`config.mk`:
```
export PLATFORM = sky130hd
export DESIGN_NAME = hazard_ctrl
export DESIGN_NICKNAME = d
export VERILOG_FILES = /design/src/rtl/hazard_ctrl.sv
export SDC_FILE = /design/constraint.sdc
export NUM_CORES = 1
export LEC_CHECK = 0
export CAP_MARGIN = 20
export CORE_MARGIN = 2
export CORE_UTILIZATION = 28
export DETAILED_ROUTE_END_ITERATION = 16
export GPL_TIMING_DRIVEN = 0
export PLACE_DENSITY = 0.92
export SLEW_MARGIN = 40
export SYNTH_ARGS = -nofsm -noshare
export SYNTH_HDL_FRONTEND = slang
export SYNTH_SLANG_ARGS = --single-unit
```
`constraint.sdc`:
```
create_clock -name clk -period 4.3 [get_ports clk]
set_clock_uncertainty 0.2 [all_clocks]
set_input_delay 0.86 -clock clk [delete_from_list [all_inputs] [get_ports clk]]
set_output_delay 0.86 -clock clk [all_outputs]
set_load 0.05 [all_outputs]
```
`src/rtl/hazard_ctrl.sv`:
```
// hazard_ctrl: pipeline hazard controller (load-use, redirect, multi-cycle execute, mem wait-states).
// Optional HAZARD_PERF_EN enables saturating stall/flush performance counters.
module hazard_ctrl #(
  parameter int STAGES = 5,
  parameter int REG_AW = 5,
  parameter int CNT_W  = 32
) (
  input  logic              clk,
  input  logic              rst,
  input  logic [REG_AW-1:0] rs1,
  input  logic [REG_AW-1:0] rs2,
  input  logic              rs1_used,
  input  logic              rs2_used,
  input  logic [REG_AW-1:0] ex_rd,
  input  logic              ex_load,
  input  logic              ex_mc,
  input  logic              mc_done,
  input  logic              ex_jump,
  input  logic              branch_take,
  input  logic              mem_req,
  input  logic              mem_ready,
  output logic              pc_pause,
  output logic [STAGES-2:0] pipe_pause,
  output logic [STAGES-2:0] pipe_bubble,
  output logic [CNT_W-1:0]  stall_cycles,
  output logic [CNT_W-1:0]  flush_count
);
  localparam int NP = STAGES - 1;
  localparam int IFID = STAGES - 2;
  localparam int IDEX = STAGES - 3;
  localparam int EXMEM = STAGES - 4;
  localparam logic [NP-1:0] B_IFID = NP'(1) << IFID;
  localparam logic [NP-1:0] B_IDEX = NP'(1) << IDEX;
  localparam logic [NP-1:0] B_EXMEM = NP'(1) << EXMEM;
  localparam logic [NP-1:0] B_LAST = NP'(1);
  typedef enum logic [1:0] {IDLE, BUSY, HOLD} state_t;
  state_t r_state, w_next;
  logic w_mem_wait, w_load_use, w_redirect, w_mc_stall;
  assign w_mem_wait = mem_req && !mem_ready;
  assign w_load_use = ex_load && (ex_rd != '0) &&
                      ((rs1_used && rs1 == ex_rd) || (rs2_used && rs2 == ex_rd));
  assign w_redirect = branch_take || ex_jump;
  always_ff @(posedge clk) r_state <= rst ? IDLE : w_next;
  always_comb begin
    w_next = (r_state == IDLE) ? ((ex_mc && !mc_done) ? BUSY : IDLE) :
             (r_state == BUSY) ? (mc_done ? (w_mem_wait ? HOLD : IDLE) : BUSY) :
             (w_mem_wait ? HOLD : IDLE);
  end
  // HOLD owns a finished mc result, so only mem_wait can stall there
  always_comb begin
    w_mc_stall = (r_state == IDLE && ex_mc && !mc_done) || (r_state == BUSY && !mc_done);
    pc_pause = 1'b0;
    pipe_pause = '0;
    pipe_bubble = '0;
    if (rst) begin
      pc_pause = 1'b0;
    end else if (w_mem_wait) begin
      pc_pause = 1'b1;
      pipe_pause = ~B_LAST;
      pipe_bubble = B_LAST;
    end else if (w_mc_stall) begin
      pc_pause = 1'b1;
      pipe_pause = B_IFID | B_IDEX;
      pipe_bubble = B_EXMEM;
    end else if (w_load_use) begin
      pc_pause = 1'b1;
      pipe_pause = B_IFID;
      pipe_bubble = B_IDEX;
    end else if (w_redirect) begin
      pipe_bubble = B_IFID | B_IDEX;
    end
  end
`ifdef HAZARD_PERF_EN
  logic [CNT_W-1:0] r_stall, r_flush;
  logic w_flush;
  assign w_flush = !rst && !pc_pause && w_redirect;
  always_ff @(posedge clk) begin
    if (rst) begin
      r_stall <= '0;
      r_flush <= '0;
    end else begin
      if (pc_pause && !(&r_stall)) r_stall <= r_stall + CNT_W'(1);
      if (w_flush && !(&r_flush)) r_flush <= r_flush + CNT_W'(1);
    end
  end
  assign stall_cycles = r_stall;
  assign flush_count = r_flush;
`else
  assign stall_cycles = '0;
  assign flush_count = '0;
`endif
endmodule

```
==> Word level (Yosys, flattened, before mapping) <==
Index checks and enable logic that the tools add are counted.
{ "word_totals": {"in_bits": 26, "word_cells": 38, "rom_bits": 0, "latchBits": 0, "regBits": 2, "output_inout_bits": 73, "n_memories": 0, "mem_bits_rw": 0} }
{ "classes": {"addsub": 0, "n_eq_ne": 3, "n_div": 0, "n_shift": 0, "n_mul": 0, "reduce_logical": 16, "magnitude_cmp": 0, "n_mux": 18, "n_bitwise": 0} }
{ "ops": {"columns": ["op", "count"], "rows": [
  ["2-to-1 mux 4 bit", 9],
  ["== test 5 bit", 2],
  ["logical AND 1 bit", 9],
  ["2-to-1 mux 2 bit", 4],
  ["2-to-1 mux 1 bit", 5],
  ["nonzero test 5 bit", 1],
  ["logical OR 1 bit", 3],
  ["== test 2 x 1 -> 1 bit (second input constant)", 1],
  ["logical NOT 1 bit", 2],
  ["logical NOT 2 bit", 1]
]} }

==> Depth between registers and ports, before layout <==
Gate-level depths: netlist of run 1.
{ "depth": {"word_depth": 8, "ltp_mapped": 5, "mapped_depth_nobuf": 4} }

==> Worst setup path before layout of run 1 <==
Ideal clock, no wire load.
{ "synth_path": {"path_type": "input to output", "start": "input port ex_rd[2]", "end": "output port pipe_pause[3]", "t_arrival_ns": 3.087, "path_stages": 5, "t_required_ns": 3.240, "setup_slack_ns": 0.153, "n_path_buf": 1, "cell_sequence": "xor2_1 nor4_2 a32oi_1 o31ai_1 buf_4"} }
{ "synth_via": {"elab_chain_cells": 8, "elab_cells_between_ends": 12, "classes_between": "eq/ne: 2; mux: 4; reduce/logical: 6"} }
{ "synth_rtl": {"columns": ["item", "line", "text"], "rows": [
  ["start, declared", "14", "input logic [REG_AW-1:0] ex_rd,"],
  ["== test 5 bit", "41", "((rs1_used && rs1 == ex_rd) || (rs2_used && rs2 == ex_rd));"],
  ["logical AND 1 bit", "41", null],
  ["logical OR 1 bit", "41", null],
  ["logical AND 1 bit (*)", "40", "assign w_load_use = ex_load && (ex_rd != '0) &&"],
  ["2-to-1 mux 4 bit (*)", "65", "end else if (w_load_use) begin"],
  ["2-to-1 mux 4 bit (*)", "61", "end else if (w_mc_stall) begin"],
  ["2-to-1 mux 4 bit (*)", "57", "end else if (w_mem_wait) begin"],
  ["2-to-1 mux 4 bit (*)", "55", "if (rst) begin"],
  ["end, declared", "23", "output logic [STAGES-2:0] pipe_pause,"]
]} }
Every way passes the cells marked *; elsewhere a longest branch is shown, timed or not.

==> Worst setup path after layout of run 1 <==
{ "layout_path": {"start": "input port ex_rd[1]", "end": "output port pipe_bubble[3]"} }
{ "layout_via": {"elab_chain_cells": 8, "elab_cells_between_ends": 12, "classes_between": "eq/ne: 2; mux: 4; reduce/logical: 6"} }
{ "layout_rtl": {"columns": ["item", "line", "text"], "rows": [
  ["== test 5 bit", "41", null],
  ["logical AND 1 bit", "41", null],
  ["logical OR 1 bit", "41", null],
  ["logical AND 1 bit (*)", "40", null],
  ["2-to-1 mux 4 bit (*)", "65", null],
  ["2-to-1 mux 4 bit (*)", "61", null],
  ["2-to-1 mux 4 bit (*)", "57", null],
  ["2-to-1 mux 4 bit (*)", "55", null],
  ["end, declared", "24", "output logic [STAGES-2:0] pipe_bubble,"]
]} }
Marked as above.

==> results by group, run 1 <==
Yosys
  • Gate count of the mapped netlist: 102
  • Total standard cell area after synthesis: around 780 sq um
  • Synth Register Bits: 2
  • Synth area leaders: buf_4 65%, xor2_1 9.0%, dfxtp_1 5.1%
  • Part of the Yosys area used for sequential elements: 0.0514
  • Yosys warnings: 0
  • Area share of the largest cell type after synthesis: 0.646
  • Post-Synthesis Mean Instance Area: between 7 and 8 sq um
  • Unique masters post-synth: 23
  • Cell type with the highest aggregate area in the netlist: buf_4

Drt
  • # DRC: 0
  • Initial DRT Pass Iterations: 5
  • Violation count after the first detailed-route iteration: 12
  • Wire length after detailed routing: between 1.5 and 2 mm
  • Post-DR wirelength/cell: 7.02 microns
  • Post-detailed-route count of antenna-violating nets: 0
  • Via count normalized by instance count: between 3 and 4
  • Number of vias after detailed routing: about 730

Floorplanning
  • Number of rows in the core area: 19
  • Die Wd: ~57 microns
  • Core outline area: roughly 2700 sq um
  • Die footprint: around 3200 sq um
  • Die extent in y: ~57 microns
  • Starting Density: 0.290
  • Number of top-level design ports: 99

Finish
  • Most used cells in the layout excluding fill and tap cells: 67 x buf_4, 65 x conb_1, 31 x clkdlybuf4s50_1
  • Fraction of final layout cells sized beyond drive strength 1: 0.356
  • Registers with the most flip-flops: r_state (2)
  • Final cell count without fillers: about 230
  • Layout Area Growth over Synthesis: 80.9%
  • Top register by number of flip-flops: r_state
  • Antenna Diode Count: 0
  • Layout Nets: 230
  • Max FFs per register: 2
  • Commonest non-fill, non-tap cell in the layout: buf_4

Timing
  • Number of endpoints with negative hold slack in the final report: 0
  • Worst-case headroom to the max-slew limit: 0.665
  • Highest attainable clock frequency: roughly 0.24 GHz
  • Portion of the clock cycle consumed by the worst path in the final layout: 0.950
  • Hold Slack: between 0.3 and 0.4 ns
  • Worst Tran Pin Value: approximately 0.50 ns
  • Setup-failing EPs final: 0
  • Final critical path time including I/O delays and setup: between 4 and 5 ns
  • Final count of pins violating max slew: 0
  • Unrepaired setup endpoints after global routing: no

GRT
  • Global-route wire length before repair: roughly 2.4 mm
  • Vias in the first global route: 591
  • Number of antenna violations at the first check in global routing: 0
  • Total routing resource utilization after global routing: 0.0933
  • Maximum number of pins on one net before global-route repair: 6
  • Remaining Overflow, GRT: 0

Clocking
  • Clock tree from TritonCTS: yes
  • Root Buffer: clkbuf_4
  • Cts bufs inserted: 3
  • Post-CTS setup buffers: 0
  • Sinks on Clock Net: 2
  • H-tree lvl count: 1
  • Worst-case clock buffer depth: 2
  • CTS clk-pin slew, worst paths: approximately 0.03 ns
  • Skew-Pair Late Insertion Delay: approximately 0.23 ns

Worst setup path
  • Type of the worst setup path: input port to output pin
  • Largest fanout on the critical path: 3
  • Arrival @ worst endpoint: around 3 ns
  • Critical Path End Type: output pin
  • Critical Path RT: approximately 3.2 ns
  • Startpoint kind of the worst setup timing path: input port

Placed design
  • Count of buffers inserted at the top-level ports: 33
  • Final RePlAce weighted congestion: 0.720
  • Number of cells in the design after placement: 230
  • Dpl hpwl: 1.59 mm

Run status
  • Outcome: finished clean

Power
  • Pwr Density: 216 nW/um^2
  • Static power due to leakage: 0.823 nW
  • Largest vdd supply drop: 149 uV

Flow run
  • Max-cap violations: 0

Worst hold path
  • Min-Delay Path Class: flop to flop
==> logic make-up (layout without fill, tap and decap cells) <==
kind of cell    after synthesis  count (layout)  share of synthesized area
flops                         2               2                     0.0514
compound gates                8               8                     0.0788
xor+xnor                     10              10                      0.113
buf+inv                      69             105                      0.656
simple gates                 12              12                     0.0965
other cells                   1              65                    0.00482
==> cell type report <==
| cell class | instances | area (sq um) |
|---|---|---|
| Fill cell | 266 | 1280 |
| Multi-Input combinational cell | 95 | 468 |
| Buffer | 67 | 503 |
| Clock buffer | 3 | 22.5 |
| Timing Repair Buffer | 33 | 328 |
| Tap cell | 31 | 38.8 |
| Sequential cell | 2 | 40.0 |
| Inverter | 2 | 7.51 |
==> report_power, final <==
group	switching (mW)	internal (mW)	total (mW)
Combinational	0.165	0.0770	0.242
Clock	0.0118	0.0309	0.0427
Sequential	0.000251	0.0192	0.0195
Total	0.177	0.127	0.304
==> critical path, stage by stage <==
cell             delay (ns)
clkdlybuf4s50_1        0.47
or4_1                  0.56
o21ai_2                0.19
o21ba_1                0.14
clkdlybuf4s50_1        0.80
==> path summary, 6_finish.rpt <==
kind / start / to / slack (ns) / depth (start not counted)
min reg2reg: r_state[1]$_SDFF_PP0_ / r_state[0]$_SDFF_PP0_ / 0.31 / 1
max reg2reg: r_state[1]$_SDFF_PP0_ / r_state[0]$_SDFF_PP0_ / 3.18 / 1
min: r_state[1]$_SDFF_PP0_ / r_state[0]$_SDFF_PP0_ / 0.31 / 1
max: ex_rd[1] / pipe_bubble[3] / 0.22 / 5
==> per-layer routing <==
layer | global-route usage | share of wire | vias to the layer above
met5 | 0 | 0 | -
met3 | 0.0461 | 0.19 | 0
met2 | 0.191 | 0.53 | 65
met4 | 0.0306 | 0 | 0
met1 | 0.0730 | 0.28 | 268
li1 | - | - | 396
==> cells in the mapped netlist (all sizes together) <==
library cell and instances:
buf 67, xor2 8, nor2 3, nor4 3, and2 2, dfxtp 2
inv 2, o21ai 2, xnor2 2, a21oi 1, a32oi 1, conb 1
nand2b 1, nand3b 1, nor3 1, o211ai 1, o21ba 1, o31a 1
o31ai 1, or4 1
==> timing repair <==
| action | 4_1_cts | 5_1_grt |
|---|---|---|
| hold buffers | 0 | 0 |
| setup endpoints to repair | 2 | 0 |
| gates resized for setup | 2 | 0 |
==> through the flow <==
stage | instance area (sq um) | total power [mW] | setup TNS (ns) | worst slack [ns] | util
after global placement | 1390 | 0.260 | -0.0942 | -0.0876 | 0.517
after CTS | 1410 | 0.305 | 0 | 0.182 | 0.524
final | 1410 | 0.304 | 0 | 0.215 | 0.524
after global routing | 1410 | 0.319 | 0 | 0.0819 | 0.524
after floorplan | 1020 | 0.223 | 0 | 0.153 | -
after detailed placement | 1390 | 0.261 | -0.119 | -0.104 | 0.517
No activity file was read; power rests on OpenSTA's default activity.
==> run 2: changes to the inputs <==
- CORE_ASPECT_RATIO: not set -> 1.5
==> results by group, run 2 (synthesized netlist as in run 1, its figures left out) <==
Run status
  • Outcome: finished clean

Clocking
  • H-tree lvl count: 1
  • Worst-case clock buffer depth: 2
  • Sinks on Clock Net: 2
  • Clock tree from TritonCTS: yes
  • Root Buffer: clkbuf_8
  • CTS clk-pin slew, worst paths: around 0.03 ns
  • Skew-Pair Late Insertion Delay: ~0.22 ns
  • Cts bufs inserted: 3
  • Post-CTS setup buffers: 0
  • Cts hold-fix bufs: 0

GRT
  • Maximum number of pins on one net before global-route repair: 6
  • Number of antenna violations at the first check in global routing: 0
  • Total routing resource utilization after global routing: 0.114
  • Global-route wire length before repair: between 2 and 3 mm
  • Vias in the first global route: ~670
  • Remaining Overflow, GRT: 0

Worst hold path
  • Worst Hold Path Cells: 1
  • Min-Delay Path Class: flop to flop

Floorplanning
  • Die extent in y: approximately 70 microns
  • Number of rows in the core area: 23
  • Die footprint: roughly 3200 sq um
  • Core outline area: 2650 sq um
  • Number of top-level design ports: ~100
  • Die Wd: approximately 47 microns
  • Starting Density: 0.294

Placed design
  • Final RePlAce weighted congestion: just over 0.6
  • Dpl hpwl: ~1.7 mm
  • Number of cells in the design after placement: ~240
  • Count of buffers inserted at the top-level ports: 33

Finish
  • Layout Nets: between 200 and 250
  • Max FFs per register: 2
  • Final cell count without fillers: between 200 and 250
  • Post-route core utilization: 0.542
  • Commonest non-fill, non-tap cell in the layout: buf_4
  • Top register by number of flip-flops: r_state
  • Fraction of final layout cells sized beyond drive strength 1: 0.356
  • Layout Area Growth over Synthesis: 84.2%
  • Most used cells in the layout excluding fill and tap cells: 67 x buf_4, 65 x conb_1, 31 x clkdlybuf4s50_1
  • Antenna Diode Count: 0
  • Registers with the most flip-flops: r_state (2)

Drt
  • Post-detailed-route count of antenna-violating nets: 0
  • Initial DRT Pass Iterations: 2
  • Via count normalized by instance count: 3.35
  • Post-DR wirelength/cell: 7.86 microns
  • Wire length after detailed routing: between 1.5 and 2 mm
  • # DRC: 0
  • Number of vias after detailed routing: around 800
  • Violation count after the first detailed-route iteration: 3

Timing
  • Unrepaired setup endpoints after global routing: no
  • Worst-case headroom to the max-slew limit: 0.668
  • Worst Tran Pin Value: 0.497 ns
  • Final critical path time including I/O delays and setup: approximately 4.1 ns
  • Highest attainable clock frequency: 0.243 GHz
  • Portion of the clock cycle consumed by the worst path in the final layout: 0.957
  • Number of endpoints with negative hold slack in the final report: 0
  • Setup-failing EPs final: 0
  • Sum of negative setup slack: 0 ns
  • Final count of pins violating max slew: 0

Worst setup path
  • Type of the worst setup path: input port to output pin
  • Arrival @ worst endpoint: a little over 3 ns
  • Depth of the worst register-to-register path: 1
  • Critical Path End Type: output pin
  • Largest fanout on the critical path: 3
  • Setup slack on the worst flop-to-flop path: 3.21 ns
  • Critical Path RT: around 3.2 ns
  • Startpoint kind of the worst setup timing path: input port

Power
  • Largest vdd supply drop: between 100 and 150 uV
  • Pwr Density: around 240 nW/um^2
  • Static power due to leakage: just over 0.8 nW

Flow run
  • Max-cap violations: 0
[run 2: repair_timing]
item | in CTS | in global routing
setup endpoints to repair | 2 | 0
gates resized for setup | 2 | 0
hold endpoints to repair | 0 | 0
[run 2: worst paths after layout]
path | start | end
hold / removal | r_state[1]$_SDFF_PP0_ | r_state[0]$_SDFF_PP0_
setup / recovery | ex_rd[1] | pipe_bubble[3]
setup reg to reg | r_state[1]$_SDFF_PP0_ | r_state[0]$_SDFF_PP0_
hold reg to reg | r_state[1]$_SDFF_PP0_ | r_state[0]$_SDFF_PP0_
[run 2: per-stage QoR]
stage	power, mW	cell area [sq um]	hold slack, ns	setup slack, ns
2_1_floorplan	0.223	1020	0.243	0.153
3_3_place_gp	0.261	1400	0.266	-0.102
3_5_place_dp	0.262	1400	0.289	-0.109
4_1_cts	0.341	1430	0.294	0.160
5_1_grt	0.355	1430	0.341	0.0609
6_report	0.341	1430	0.304	0.183
[run 2: report_power, final]
group          switching [mW]  internal [mW]  total [mW]
Clock                  0.0180         0.0595      0.0776
Sequential           0.000311         0.0192      0.0196
Combinational           0.167         0.0770       0.244
[run 2: layout make-up]
cell class / count / area (sq um)
clock buffers: 3 / 41.3
inverters: 2 / 7.51
fillers: 262 / 1210
multi-input cells: 95 / 468
flip-flops and latches: 2 / 40.0
well taps: 37 / 46.3
repair buffers: 33 / 328
plain buffers: 67 / 503
[run 2: critical path: stages]
cell	delay, ns
clkdlybuf4s50_1	0.48
or4_1	0.57
o21ai_2	0.19
o21ba_1	0.15
clkdlybuf4s50_1	0.80
[run 2: layer usage]
metal	up-vias	global-route usage	part of all wire
met1	320	0.0767	0.23
met4	0	0.0833	0.024
met5	-	0	0
met3	5	0.0130	0.20
li1	396	-	-
met2	80	0.245	0.54
==> run 3: changes to the inputs <==
- CTS_CLUSTER_SIZE: not set -> 12
==> results of run 3 <==
No change in the layout: final DEF, timing and power equal those of run 2.
